==> config.mk <==
export PLATFORM = sky130hd
export DESIGN_NAME = irq_ctrl_flat
export DESIGN_NICKNAME = d
export VERILOG_FILES = /design/src/rtl/irq_ctrl_if.sv /design/src/rtl/irq_ctrl.sv /design/src/flat_wrapper.sv
export SDC_FILE = /design/constraint.sdc
export NUM_CORES = 1
export LEC_CHECK = 0
export BUFFER_PORTS_ARGS = -buffer_cell sky130_fd_sc_hd__buf_4
export CAP_MARGIN = 25
export CORE_MARGIN = 4
export CORE_UTILIZATION = 26
export CTS_CLUSTER_SIZE = 25
export DETAILED_ROUTE_END_ITERATION = 16
export PLACE_DENSITY = 0.59
export SKIP_LAST_GASP = 1
export SLEW_MARGIN = 40
export SYNTH_ARGS = -nofsm -noshare
export SYNTH_HDL_FRONTEND = slang
export SYNTH_SLANG_ARGS = --single-unit
==> constraint.sdc <==
create_clock -name i_CLK -period 3.25 [get_ports i_CLK]
set_clock_uncertainty 0.1 [all_clocks]
set_input_delay 0.4875 -clock i_CLK [delete_from_list [all_inputs] [get_ports i_CLK]]
set_output_delay 0.4875 -clock i_CLK [all_outputs]
set_load 0.02 [all_outputs]
==> src/rtl/irq_ctrl_if.sv <==
// irq_ctrl_if: request/acknowledge register bus between a master and irq_ctrl
// Signals: i_REQ, i_WE, i_ADDR, i_WDATA driven by the master; o_RDATA, o_ACK driven by the slave
interface irq_ctrl_if;
  logic        i_REQ;
  logic        i_WE;
  logic [3:0]  i_ADDR;
  logic [31:0] i_WDATA;
  logic [31:0] o_RDATA;
  logic        o_ACK;
  modport master(output i_REQ, i_WE, i_ADDR, i_WDATA, input o_RDATA, o_ACK);
  modport slave(input i_REQ, i_WE, i_ADDR, i_WDATA, output o_RDATA, o_ACK);
endinterface

==> src/rtl/irq_ctrl.sv <==
// irq_ctrl: 6-source interrupt controller with synchronizers, edge/level pending and claim/complete
// Ports: i_CLK clock; i_RSTn async active-low reset; i_IRQ_SRC async sources;
//        bus slave (PENDING 0x0, MODE 0x4, CLAIM 0x8, COMPLETE 0xC); o_MEI per-source interrupt lines
module irq_ctrl #(
  parameter int SYNC_STAGES = 2
) (
  input  logic       i_CLK,
  input  logic       i_RSTn,
  input  logic [5:0] i_IRQ_SRC,
  irq_ctrl_if.slave  bus,
  output logic [5:0] o_MEI
);
  typedef enum logic {IDLE, ACK} state_t;
  state_t state_q, state_d;
  logic [SYNC_STAGES-1:0][5:0] sync_q;
  logic [5:0] s_d_q, pending_q, pending_d, inserv_q, inserv_d, mode_q, mode_d;
  logic [5:0] s, rise, elig, claim, w1c, cmp;
  logic [31:0] rdata_q, rdata_d;
  logic [2:0] id;
  logic [1:0] sel;
  logic acc, rd, wr, unused_bits;
  assign unused_bits = ^{bus.i_ADDR[1:0], bus.i_WDATA[31:6]};
  assign s = sync_q[SYNC_STAGES-1];
  assign rise = s & ~s_d_q;
  assign elig = pending_q & ~inserv_q;
  assign o_MEI = elig;
  assign sel = bus.i_ADDR[3:2];
  assign acc = (state_q == IDLE) && bus.i_REQ;
  assign rd = acc && !bus.i_WE;
  assign wr = acc && bus.i_WE;
  assign bus.o_ACK = state_q == ACK;
  assign bus.o_RDATA = (state_q == ACK) ? rdata_q : '0;
  always_comb begin
    id = 3'd0;
    for (int i = 5; i >= 0; i--) if (elig[i]) id = 3'(i + 1);
    cmp = '0;
    for (int i = 0; i < 6; i++) cmp[i] = wr && sel == 2'd3 && bus.i_WDATA[2:0] == 3'(i + 1);
  end
  // claim isolates the lowest eligible bit; a set event in edge mode beats any clear
  always_comb begin
    claim = (rd && sel == 2'd2) ? elig & (~elig + 6'd1) : '0;
    w1c = (wr && sel == 2'd0) ? bus.i_WDATA[5:0] : '0;
    pending_d = (mode_q & (rise | (pending_q & ~(w1c | claim)))) | (~mode_q & s);
    inserv_d = (inserv_q | claim) & ~cmp;
    mode_d = (wr && sel == 2'd1) ? bus.i_WDATA[5:0] : mode_q;
    rdata_d = !rd ? '0 :
              sel == 2'd0 ? {26'b0, pending_q} :
              sel == 2'd1 ? {26'b0, mode_q} :
              sel == 2'd2 ? {29'b0, id} : '0;
    state_d = (state_q == IDLE && bus.i_REQ) ? ACK : IDLE;
  end
  always_ff @(posedge i_CLK or negedge i_RSTn)
    if (!i_RSTn) begin
      sync_q <= '0;
      s_d_q <= '0;
      pending_q <= '0;
      inserv_q <= '0;
      mode_q <= '0;
      rdata_q <= '0;
      state_q <= IDLE;
    end else begin
      sync_q <= {sync_q[SYNC_STAGES-2:0], i_IRQ_SRC};
      s_d_q <= s;
      pending_q <= pending_d;
      inserv_q <= inserv_d;
      mode_q <= mode_d;
      rdata_q <= rdata_d;
      state_q <= state_d;
    end
endmodule

==> src/flat_wrapper.sv <==
// flat-port wrapper written by rule: the top's interface ports become plain ports
module irq_ctrl_flat 
#(
  parameter int SYNC_STAGES = 2
)
  (i_CLK, i_RSTn, i_IRQ_SRC, o_MEI, bus_i_REQ, bus_i_WE, bus_i_ADDR, bus_i_WDATA, bus_o_RDATA, bus_o_ACK);
  irq_ctrl_if bus_i ();
  input  logic i_CLK;
  input  logic i_RSTn;
  input  logic [5:0] i_IRQ_SRC;
  output logic [5:0] o_MEI;
  input wire logic [$bits(bus_i.i_REQ)-1:0] bus_i_REQ;
  input wire logic [$bits(bus_i.i_WE)-1:0] bus_i_WE;
  input wire logic [$bits(bus_i.i_ADDR)-1:0] bus_i_ADDR;
  input wire logic [$bits(bus_i.i_WDATA)-1:0] bus_i_WDATA;
  output wire logic [$bits(bus_i.o_RDATA)-1:0] bus_o_RDATA;
  output wire logic [$bits(bus_i.o_ACK)-1:0] bus_o_ACK;
  assign bus_i.i_REQ = bus_i_REQ;
  assign bus_i.i_WE = bus_i_WE;
  assign bus_i.i_ADDR = bus_i_ADDR;
  assign bus_i.i_WDATA = bus_i_WDATA;
  assign bus_o_RDATA = bus_i.o_RDATA;
  assign bus_o_ACK = bus_i.o_ACK;
  irq_ctrl #(.SYNC_STAGES(SYNC_STAGES)) u_core (.i_CLK(i_CLK), .i_RSTn(i_RSTn), .i_IRQ_SRC(i_IRQ_SRC), .bus(bus_i), .o_MEI(o_MEI));
endmodule
== After elaboration in Yosys (flattened, before gate mapping) ==
Cells that the tools add are included.
Operators by class
  add/subtract/negate cells: 1
  $mul: 0
  div/mod/pow operators: 0
  order comparisons: 0
  equality and inequality tests: 9
  shift operators: 0
  multiplexer cells: 14
  bitwise gates (word level): 18
  reductions and logical operators: 15
Operators with widths (count)
  $mux 32: 4
  $and 6x6->6: 7
  $not 6->6: 6
  $or 6x6->6: 4
  $mux 3: 7
  $logic_and 1x1->1: 13
  $mux 6: 2
  $eq 3x3->1 const B: 3
  $add 6x1->6 const B: 1
  $eq 3x2->1 const B: 2
  $eq 2x2->1 const B: 2
  $eq 3x1->1 const B: 1
  $eq 2x1->1 const B: 1
  $logic_not 2->1: 1
  $logic_not 1->1: 1
  $mux 1: 1
  $not 1->1: 1
Word-level totals
  register bits: 69
  latch bits: 0
  RAM bits: 0
  ROM bits: 0
  input port bits: 46
  output and inout port bits: 39
  word-level logic and storage cells: 65
  memories: 0

== Logic depth before layout (Yosys ltp) ==
  word-level depth: 12
  gate-level depth with buffers: 6
  mapped depth without buffers: 5

== Least setup slack after synthesis ==
Ideal clock, no wire load.
  kind: reg2reg
  from: reg u_core.state_q, in the netlist u_core.bus.o_ACK
  to: reg u_core.pending_q[2]
  setup time: 0.122 ns
  data arrival time: 1.677 ns
  required time: 3.028 ns
  slack: 1.351 ns
  stages on the path, launching flop included: 6
  buffers on the path: 1
  period minus slack after synthesis: 1.899 ns
  cells stage by stage: dfrtp_1 or3b_1 buf_6 nor3_4 a32oi_1 a32o_1
On the way
  word-level cells in the longest chain between the ends: 11
  elaborated cells on any way between the ends: 14
  classes of those cells: 2 x mux; 7 x bitwise; 5 x reduce/logical
Ends and longest elaborated chain
  from (decl): line irq_ctrl.sv:14  | state_t state_q, state_d;
  from (signal assigned): line irq_ctrl.sv:68  | state_q <= state_d;
  $not 1->1 (*): line irq_ctrl.sv:28  | assign acc = (state_q == IDLE) && bus.i_REQ;
  $logic_and 1x1->1 (*): line irq_ctrl.sv:28
  $logic_and 1x1->1, on equally long branches: line irq_ctrl.sv:30, irq_ctrl.sv:29
  $logic_and 1x1->1, on equally long branches: line irq_ctrl.sv:42, irq_ctrl.sv:41
  $mux 6, on equally long branches: line irq_ctrl.sv:42, irq_ctrl.sv:41
  $or 6x6->6 (*): line irq_ctrl.sv:43  | pending_d = (mode_q & (rise | (pending_q & ~(w1c | claim)))) | (~mode_q & s);
  $not 6->6 (*): line irq_ctrl.sv:43
  $and 6x6->6 (*): line irq_ctrl.sv:43
  $or 6x6->6 (*): line irq_ctrl.sv:43
  $and 6x6->6 (*): line irq_ctrl.sv:43
  $or 6x6->6 (*): line irq_ctrl.sv:43
  via u_core.pending_d[2]: line irq_ctrl.sv:16  | logic [5:0] s_d_q, pending_q, pending_d, inserv_q, inserv_d, mode_q, mode_d;
  to (signal assigned): line irq_ctrl.sv:64  | pending_q <= pending_d;
  to (decl): line irq_ctrl.sv:16
Mark *: on every way through the listed nets, which the timed path passes. The rest lies on a longest branch.
A chain may end at the register's enable or synchronous reset.

== Worst setup path in the final report ==
Same ends and word-level chain as after synthesis.

==> impl_metrics.ini <==
[yosys]
synth_seq_area_share = 0.5534
synth_top_area_frac = 0.5534
synth_top_cell_by_area = dfrtp_1
ys_ff_latch = 43
yosys_warnings = 0
avgSynthCellArea_um2 = 10.80
synthCells = 180
synth_cell_types = 37
syn_area_um2 = 1944
ys_top_cells_by_area = dfrtp_1 (55%), buf_4 (10%), a21oi_1 (3.1%)

[grt]
grt_pass1_wl_um = 6451
first_global_vias = 1283
gr-total-overflow = 0
antenna_found_initial = 0
grt.total_usage = 0.09473
grt_max_degree = 44

[floorplan]
design.die.area_um2 = 8926
io_pins = 85
die_y_um = 94.48
initial_core_util = 0.2681
core_um2 = 7253
fp.dieW_um = 94.48
num_rows = 31

[clock_tree]
cts_tree = yes
cts_hold_buf = 0
cts_htree_levels = 2
clkSinkCount = 43
numCtsBuffers = 5
clock_path_buffers = 2
path_clk_slew_ps = 90
root_buffer = clkbuf_8
clk_latency_ps = 300
cts_setup_buffers = 0
cts-resized-gates = 0

[timing]
hold_viol = 0
tightestPinTransition_ps = 727.0
rsz0062_at_grt = no
fmax_mhz = 478.7
setup_viol = 0
min_period_ps = 2089
min_period_over_period = 0.6428
max_slew_margin = 0.5143
drv_slew = 0
fin_hold_ws_ps = 64.08
tns_ps = 0

[run]
drv_cap = 0

[worst_setup_path]
critPathKind = register to register
start_kind = register
critPathMaxFanout = 10
cp_data_required_time_ps = 3340
ff2ff_setup_slack_ps = 1160
cp_data_arrival_time_ps = 2180
critPathCaptureType = register

[layout]
drive_gt1_frac = 0.2322
area_growth_pct = 18.15
post-route-util = 0.3167
final.fill_count = 794
diodes = 0
layout.nets = 256
layout_commonest_cell = dfrtp_1
final_cell_mix = dfrtp_1 (43), buf_4 (30), conb_1 (26)
final_cell_area_um2 = 2297

[routing]
drc = 0
wl_per_cell_um = 12.56
drt_pass1_iterations = 4
vias_per_cell = 4.271
routed_wl_um = 3894
drtIter0Drc = 88
ant_nets = 0
dr_total_vias = 1324

[placement]
port_buffers = 30
dp_hpwl_um = 2851
place.gp.congestion = 0.8737
place_area_um2 = 2161

[power]
peakVddDrop_mv = 0.2907
p_leak_uw = 0.001083
p_per_area_nw_per_um2 = 646.2

[min_path]
hold_class = input pin to async pin

[status]
status = finished, final reports clean
through the flow:
| stage | worst slack, ps | std cells | total power, µW |
|---|---|---|---|
| after global placement | 1051 | 302 | 994.7 |
| after global routing | 992.4 | 310 | 1577 |
| after detailed placement | 1052 | 302 | 1001 |
| after floorplan | 1351 | 205 | 906.6 |
| final | 1161 | 310 | 1484 |
| after CTS | 1152 | 310 | 1496 |
critical path, stage by stage (launching register included):
cell	delay (ps)
dfrtp_1	460
or3b_1	600
nor3_4	390
a32oi_1	160
a32o_1	270
routing by layer:
| layer | vias up | routed length (µm) | GRT usage |
|---|---|---|---|
| met5 | - | 0 | 0 |
| met4 | 0 | 68 | 0.03846 |
| met3 | 9 | 366 | 0.02869 |
| met2 | 59 | 1583 | 0.1247 |
| met1 | 637 | 1875 | 0.1420 |
| li1 | 619 | - | - |
synth_stat cells:
cell and number:
a32oi_1 1, or3_1 1, buf_2 1, nand2b_1 5, mux2i_1 4, nand2_1 13
a211oi_1 2, o21ai_1 3, and3_1 3, clkbuf_1 4, a31oi_1 5, nand3b_1 1
nor2_1 8, nor4_1 1, a22o_1 2, or3b_1 1, nor2b_1 5, inv_1 5
and2_1 3, and4b_2 1, mux2_2 4, inv_2 1, and2_2 3, dfrtp_1 43
o31ai_1 1, a21oi_1 12, buf_4 26, a21o_1 2, a2bb2oi_1 1, and2b_1 1
nand3_1 2, buf_6 1, a32o_1 3, or2_2 1, nor3_4 1, nor3_1 8
conb_1 1
logic make-up (layout without fill, tap and decap cells):
| family | count (synthesis) | in the layout | synth area share |
|---|---|---|---|
| AO/OA/AOI/OAI | 32 | 32 | 0.1075 |
| buffers and inverters | 38 | 44 | 0.1281 |
| flip-flops | 43 | 43 | 0.5534 |
| multiplexers | 8 | 8 | 0.04376 |
| other | 1 | 26 | 0.001929 |
| AND/OR/NAND/NOR | 58 | 58 | 0.1654 |
registers in the layout (all words and copies together), names as in the netlist:
| name | count |
|---|---|
| u_core.mode_q | 6 |
| u_core.s | 6 |
| u_core.rdata_q | 6 |
| u_core.sync_q | 6 |
| u_core.inserv_q | 6 |
| u_core.bus.o_ACK | 1 |
| u_core.pending_q | 6 |
| u_core.s_d_q | 6 |
worst paths after layout:
kind | cells after the start | end | from
worst min-delay path | 1 | u_core.inserv_q[4] | i_RSTn
worst min register to register | 0 | u_core.s[4] | u_core.sync_q[4]
worst max register to register | 4 | u_core.pending_q[2] | u_core.bus.o_ACK
min in group i_CLK | 1 | u_core.sync_q[5] | i_IRQ_SRC[5]
worst max-delay path | 4 | u_core.pending_q[2] | u_core.bus.o_ACK
max in group asynchronous | 1 | u_core.inserv_q[2] | i_RSTn
where the power goes:
part           internal [µW]  leakage, µW  total (µW)  switching, µW
logic                    129     0.000496         331            202
clock network            306    0.0000644         493            187
registers                608     0.000523         661           52.4
area by class of cell:
class / count / area (µm²) / area share
well taps: 99 / 123.9 / 0.05392
clock buffers: 5 / 68.82 / 0.02996
repair buffers: 30 / 225.2 / 0.09804
multi-input cells: 124 / 713.2 / 0.3105
clock inverters: 3 / 67.56 / 0.02941
inverters: 6 / 22.52 / 0.009804
flip-flops and latches: 43 / 1076 / 0.4684
(Power assumes the default switching activity.)
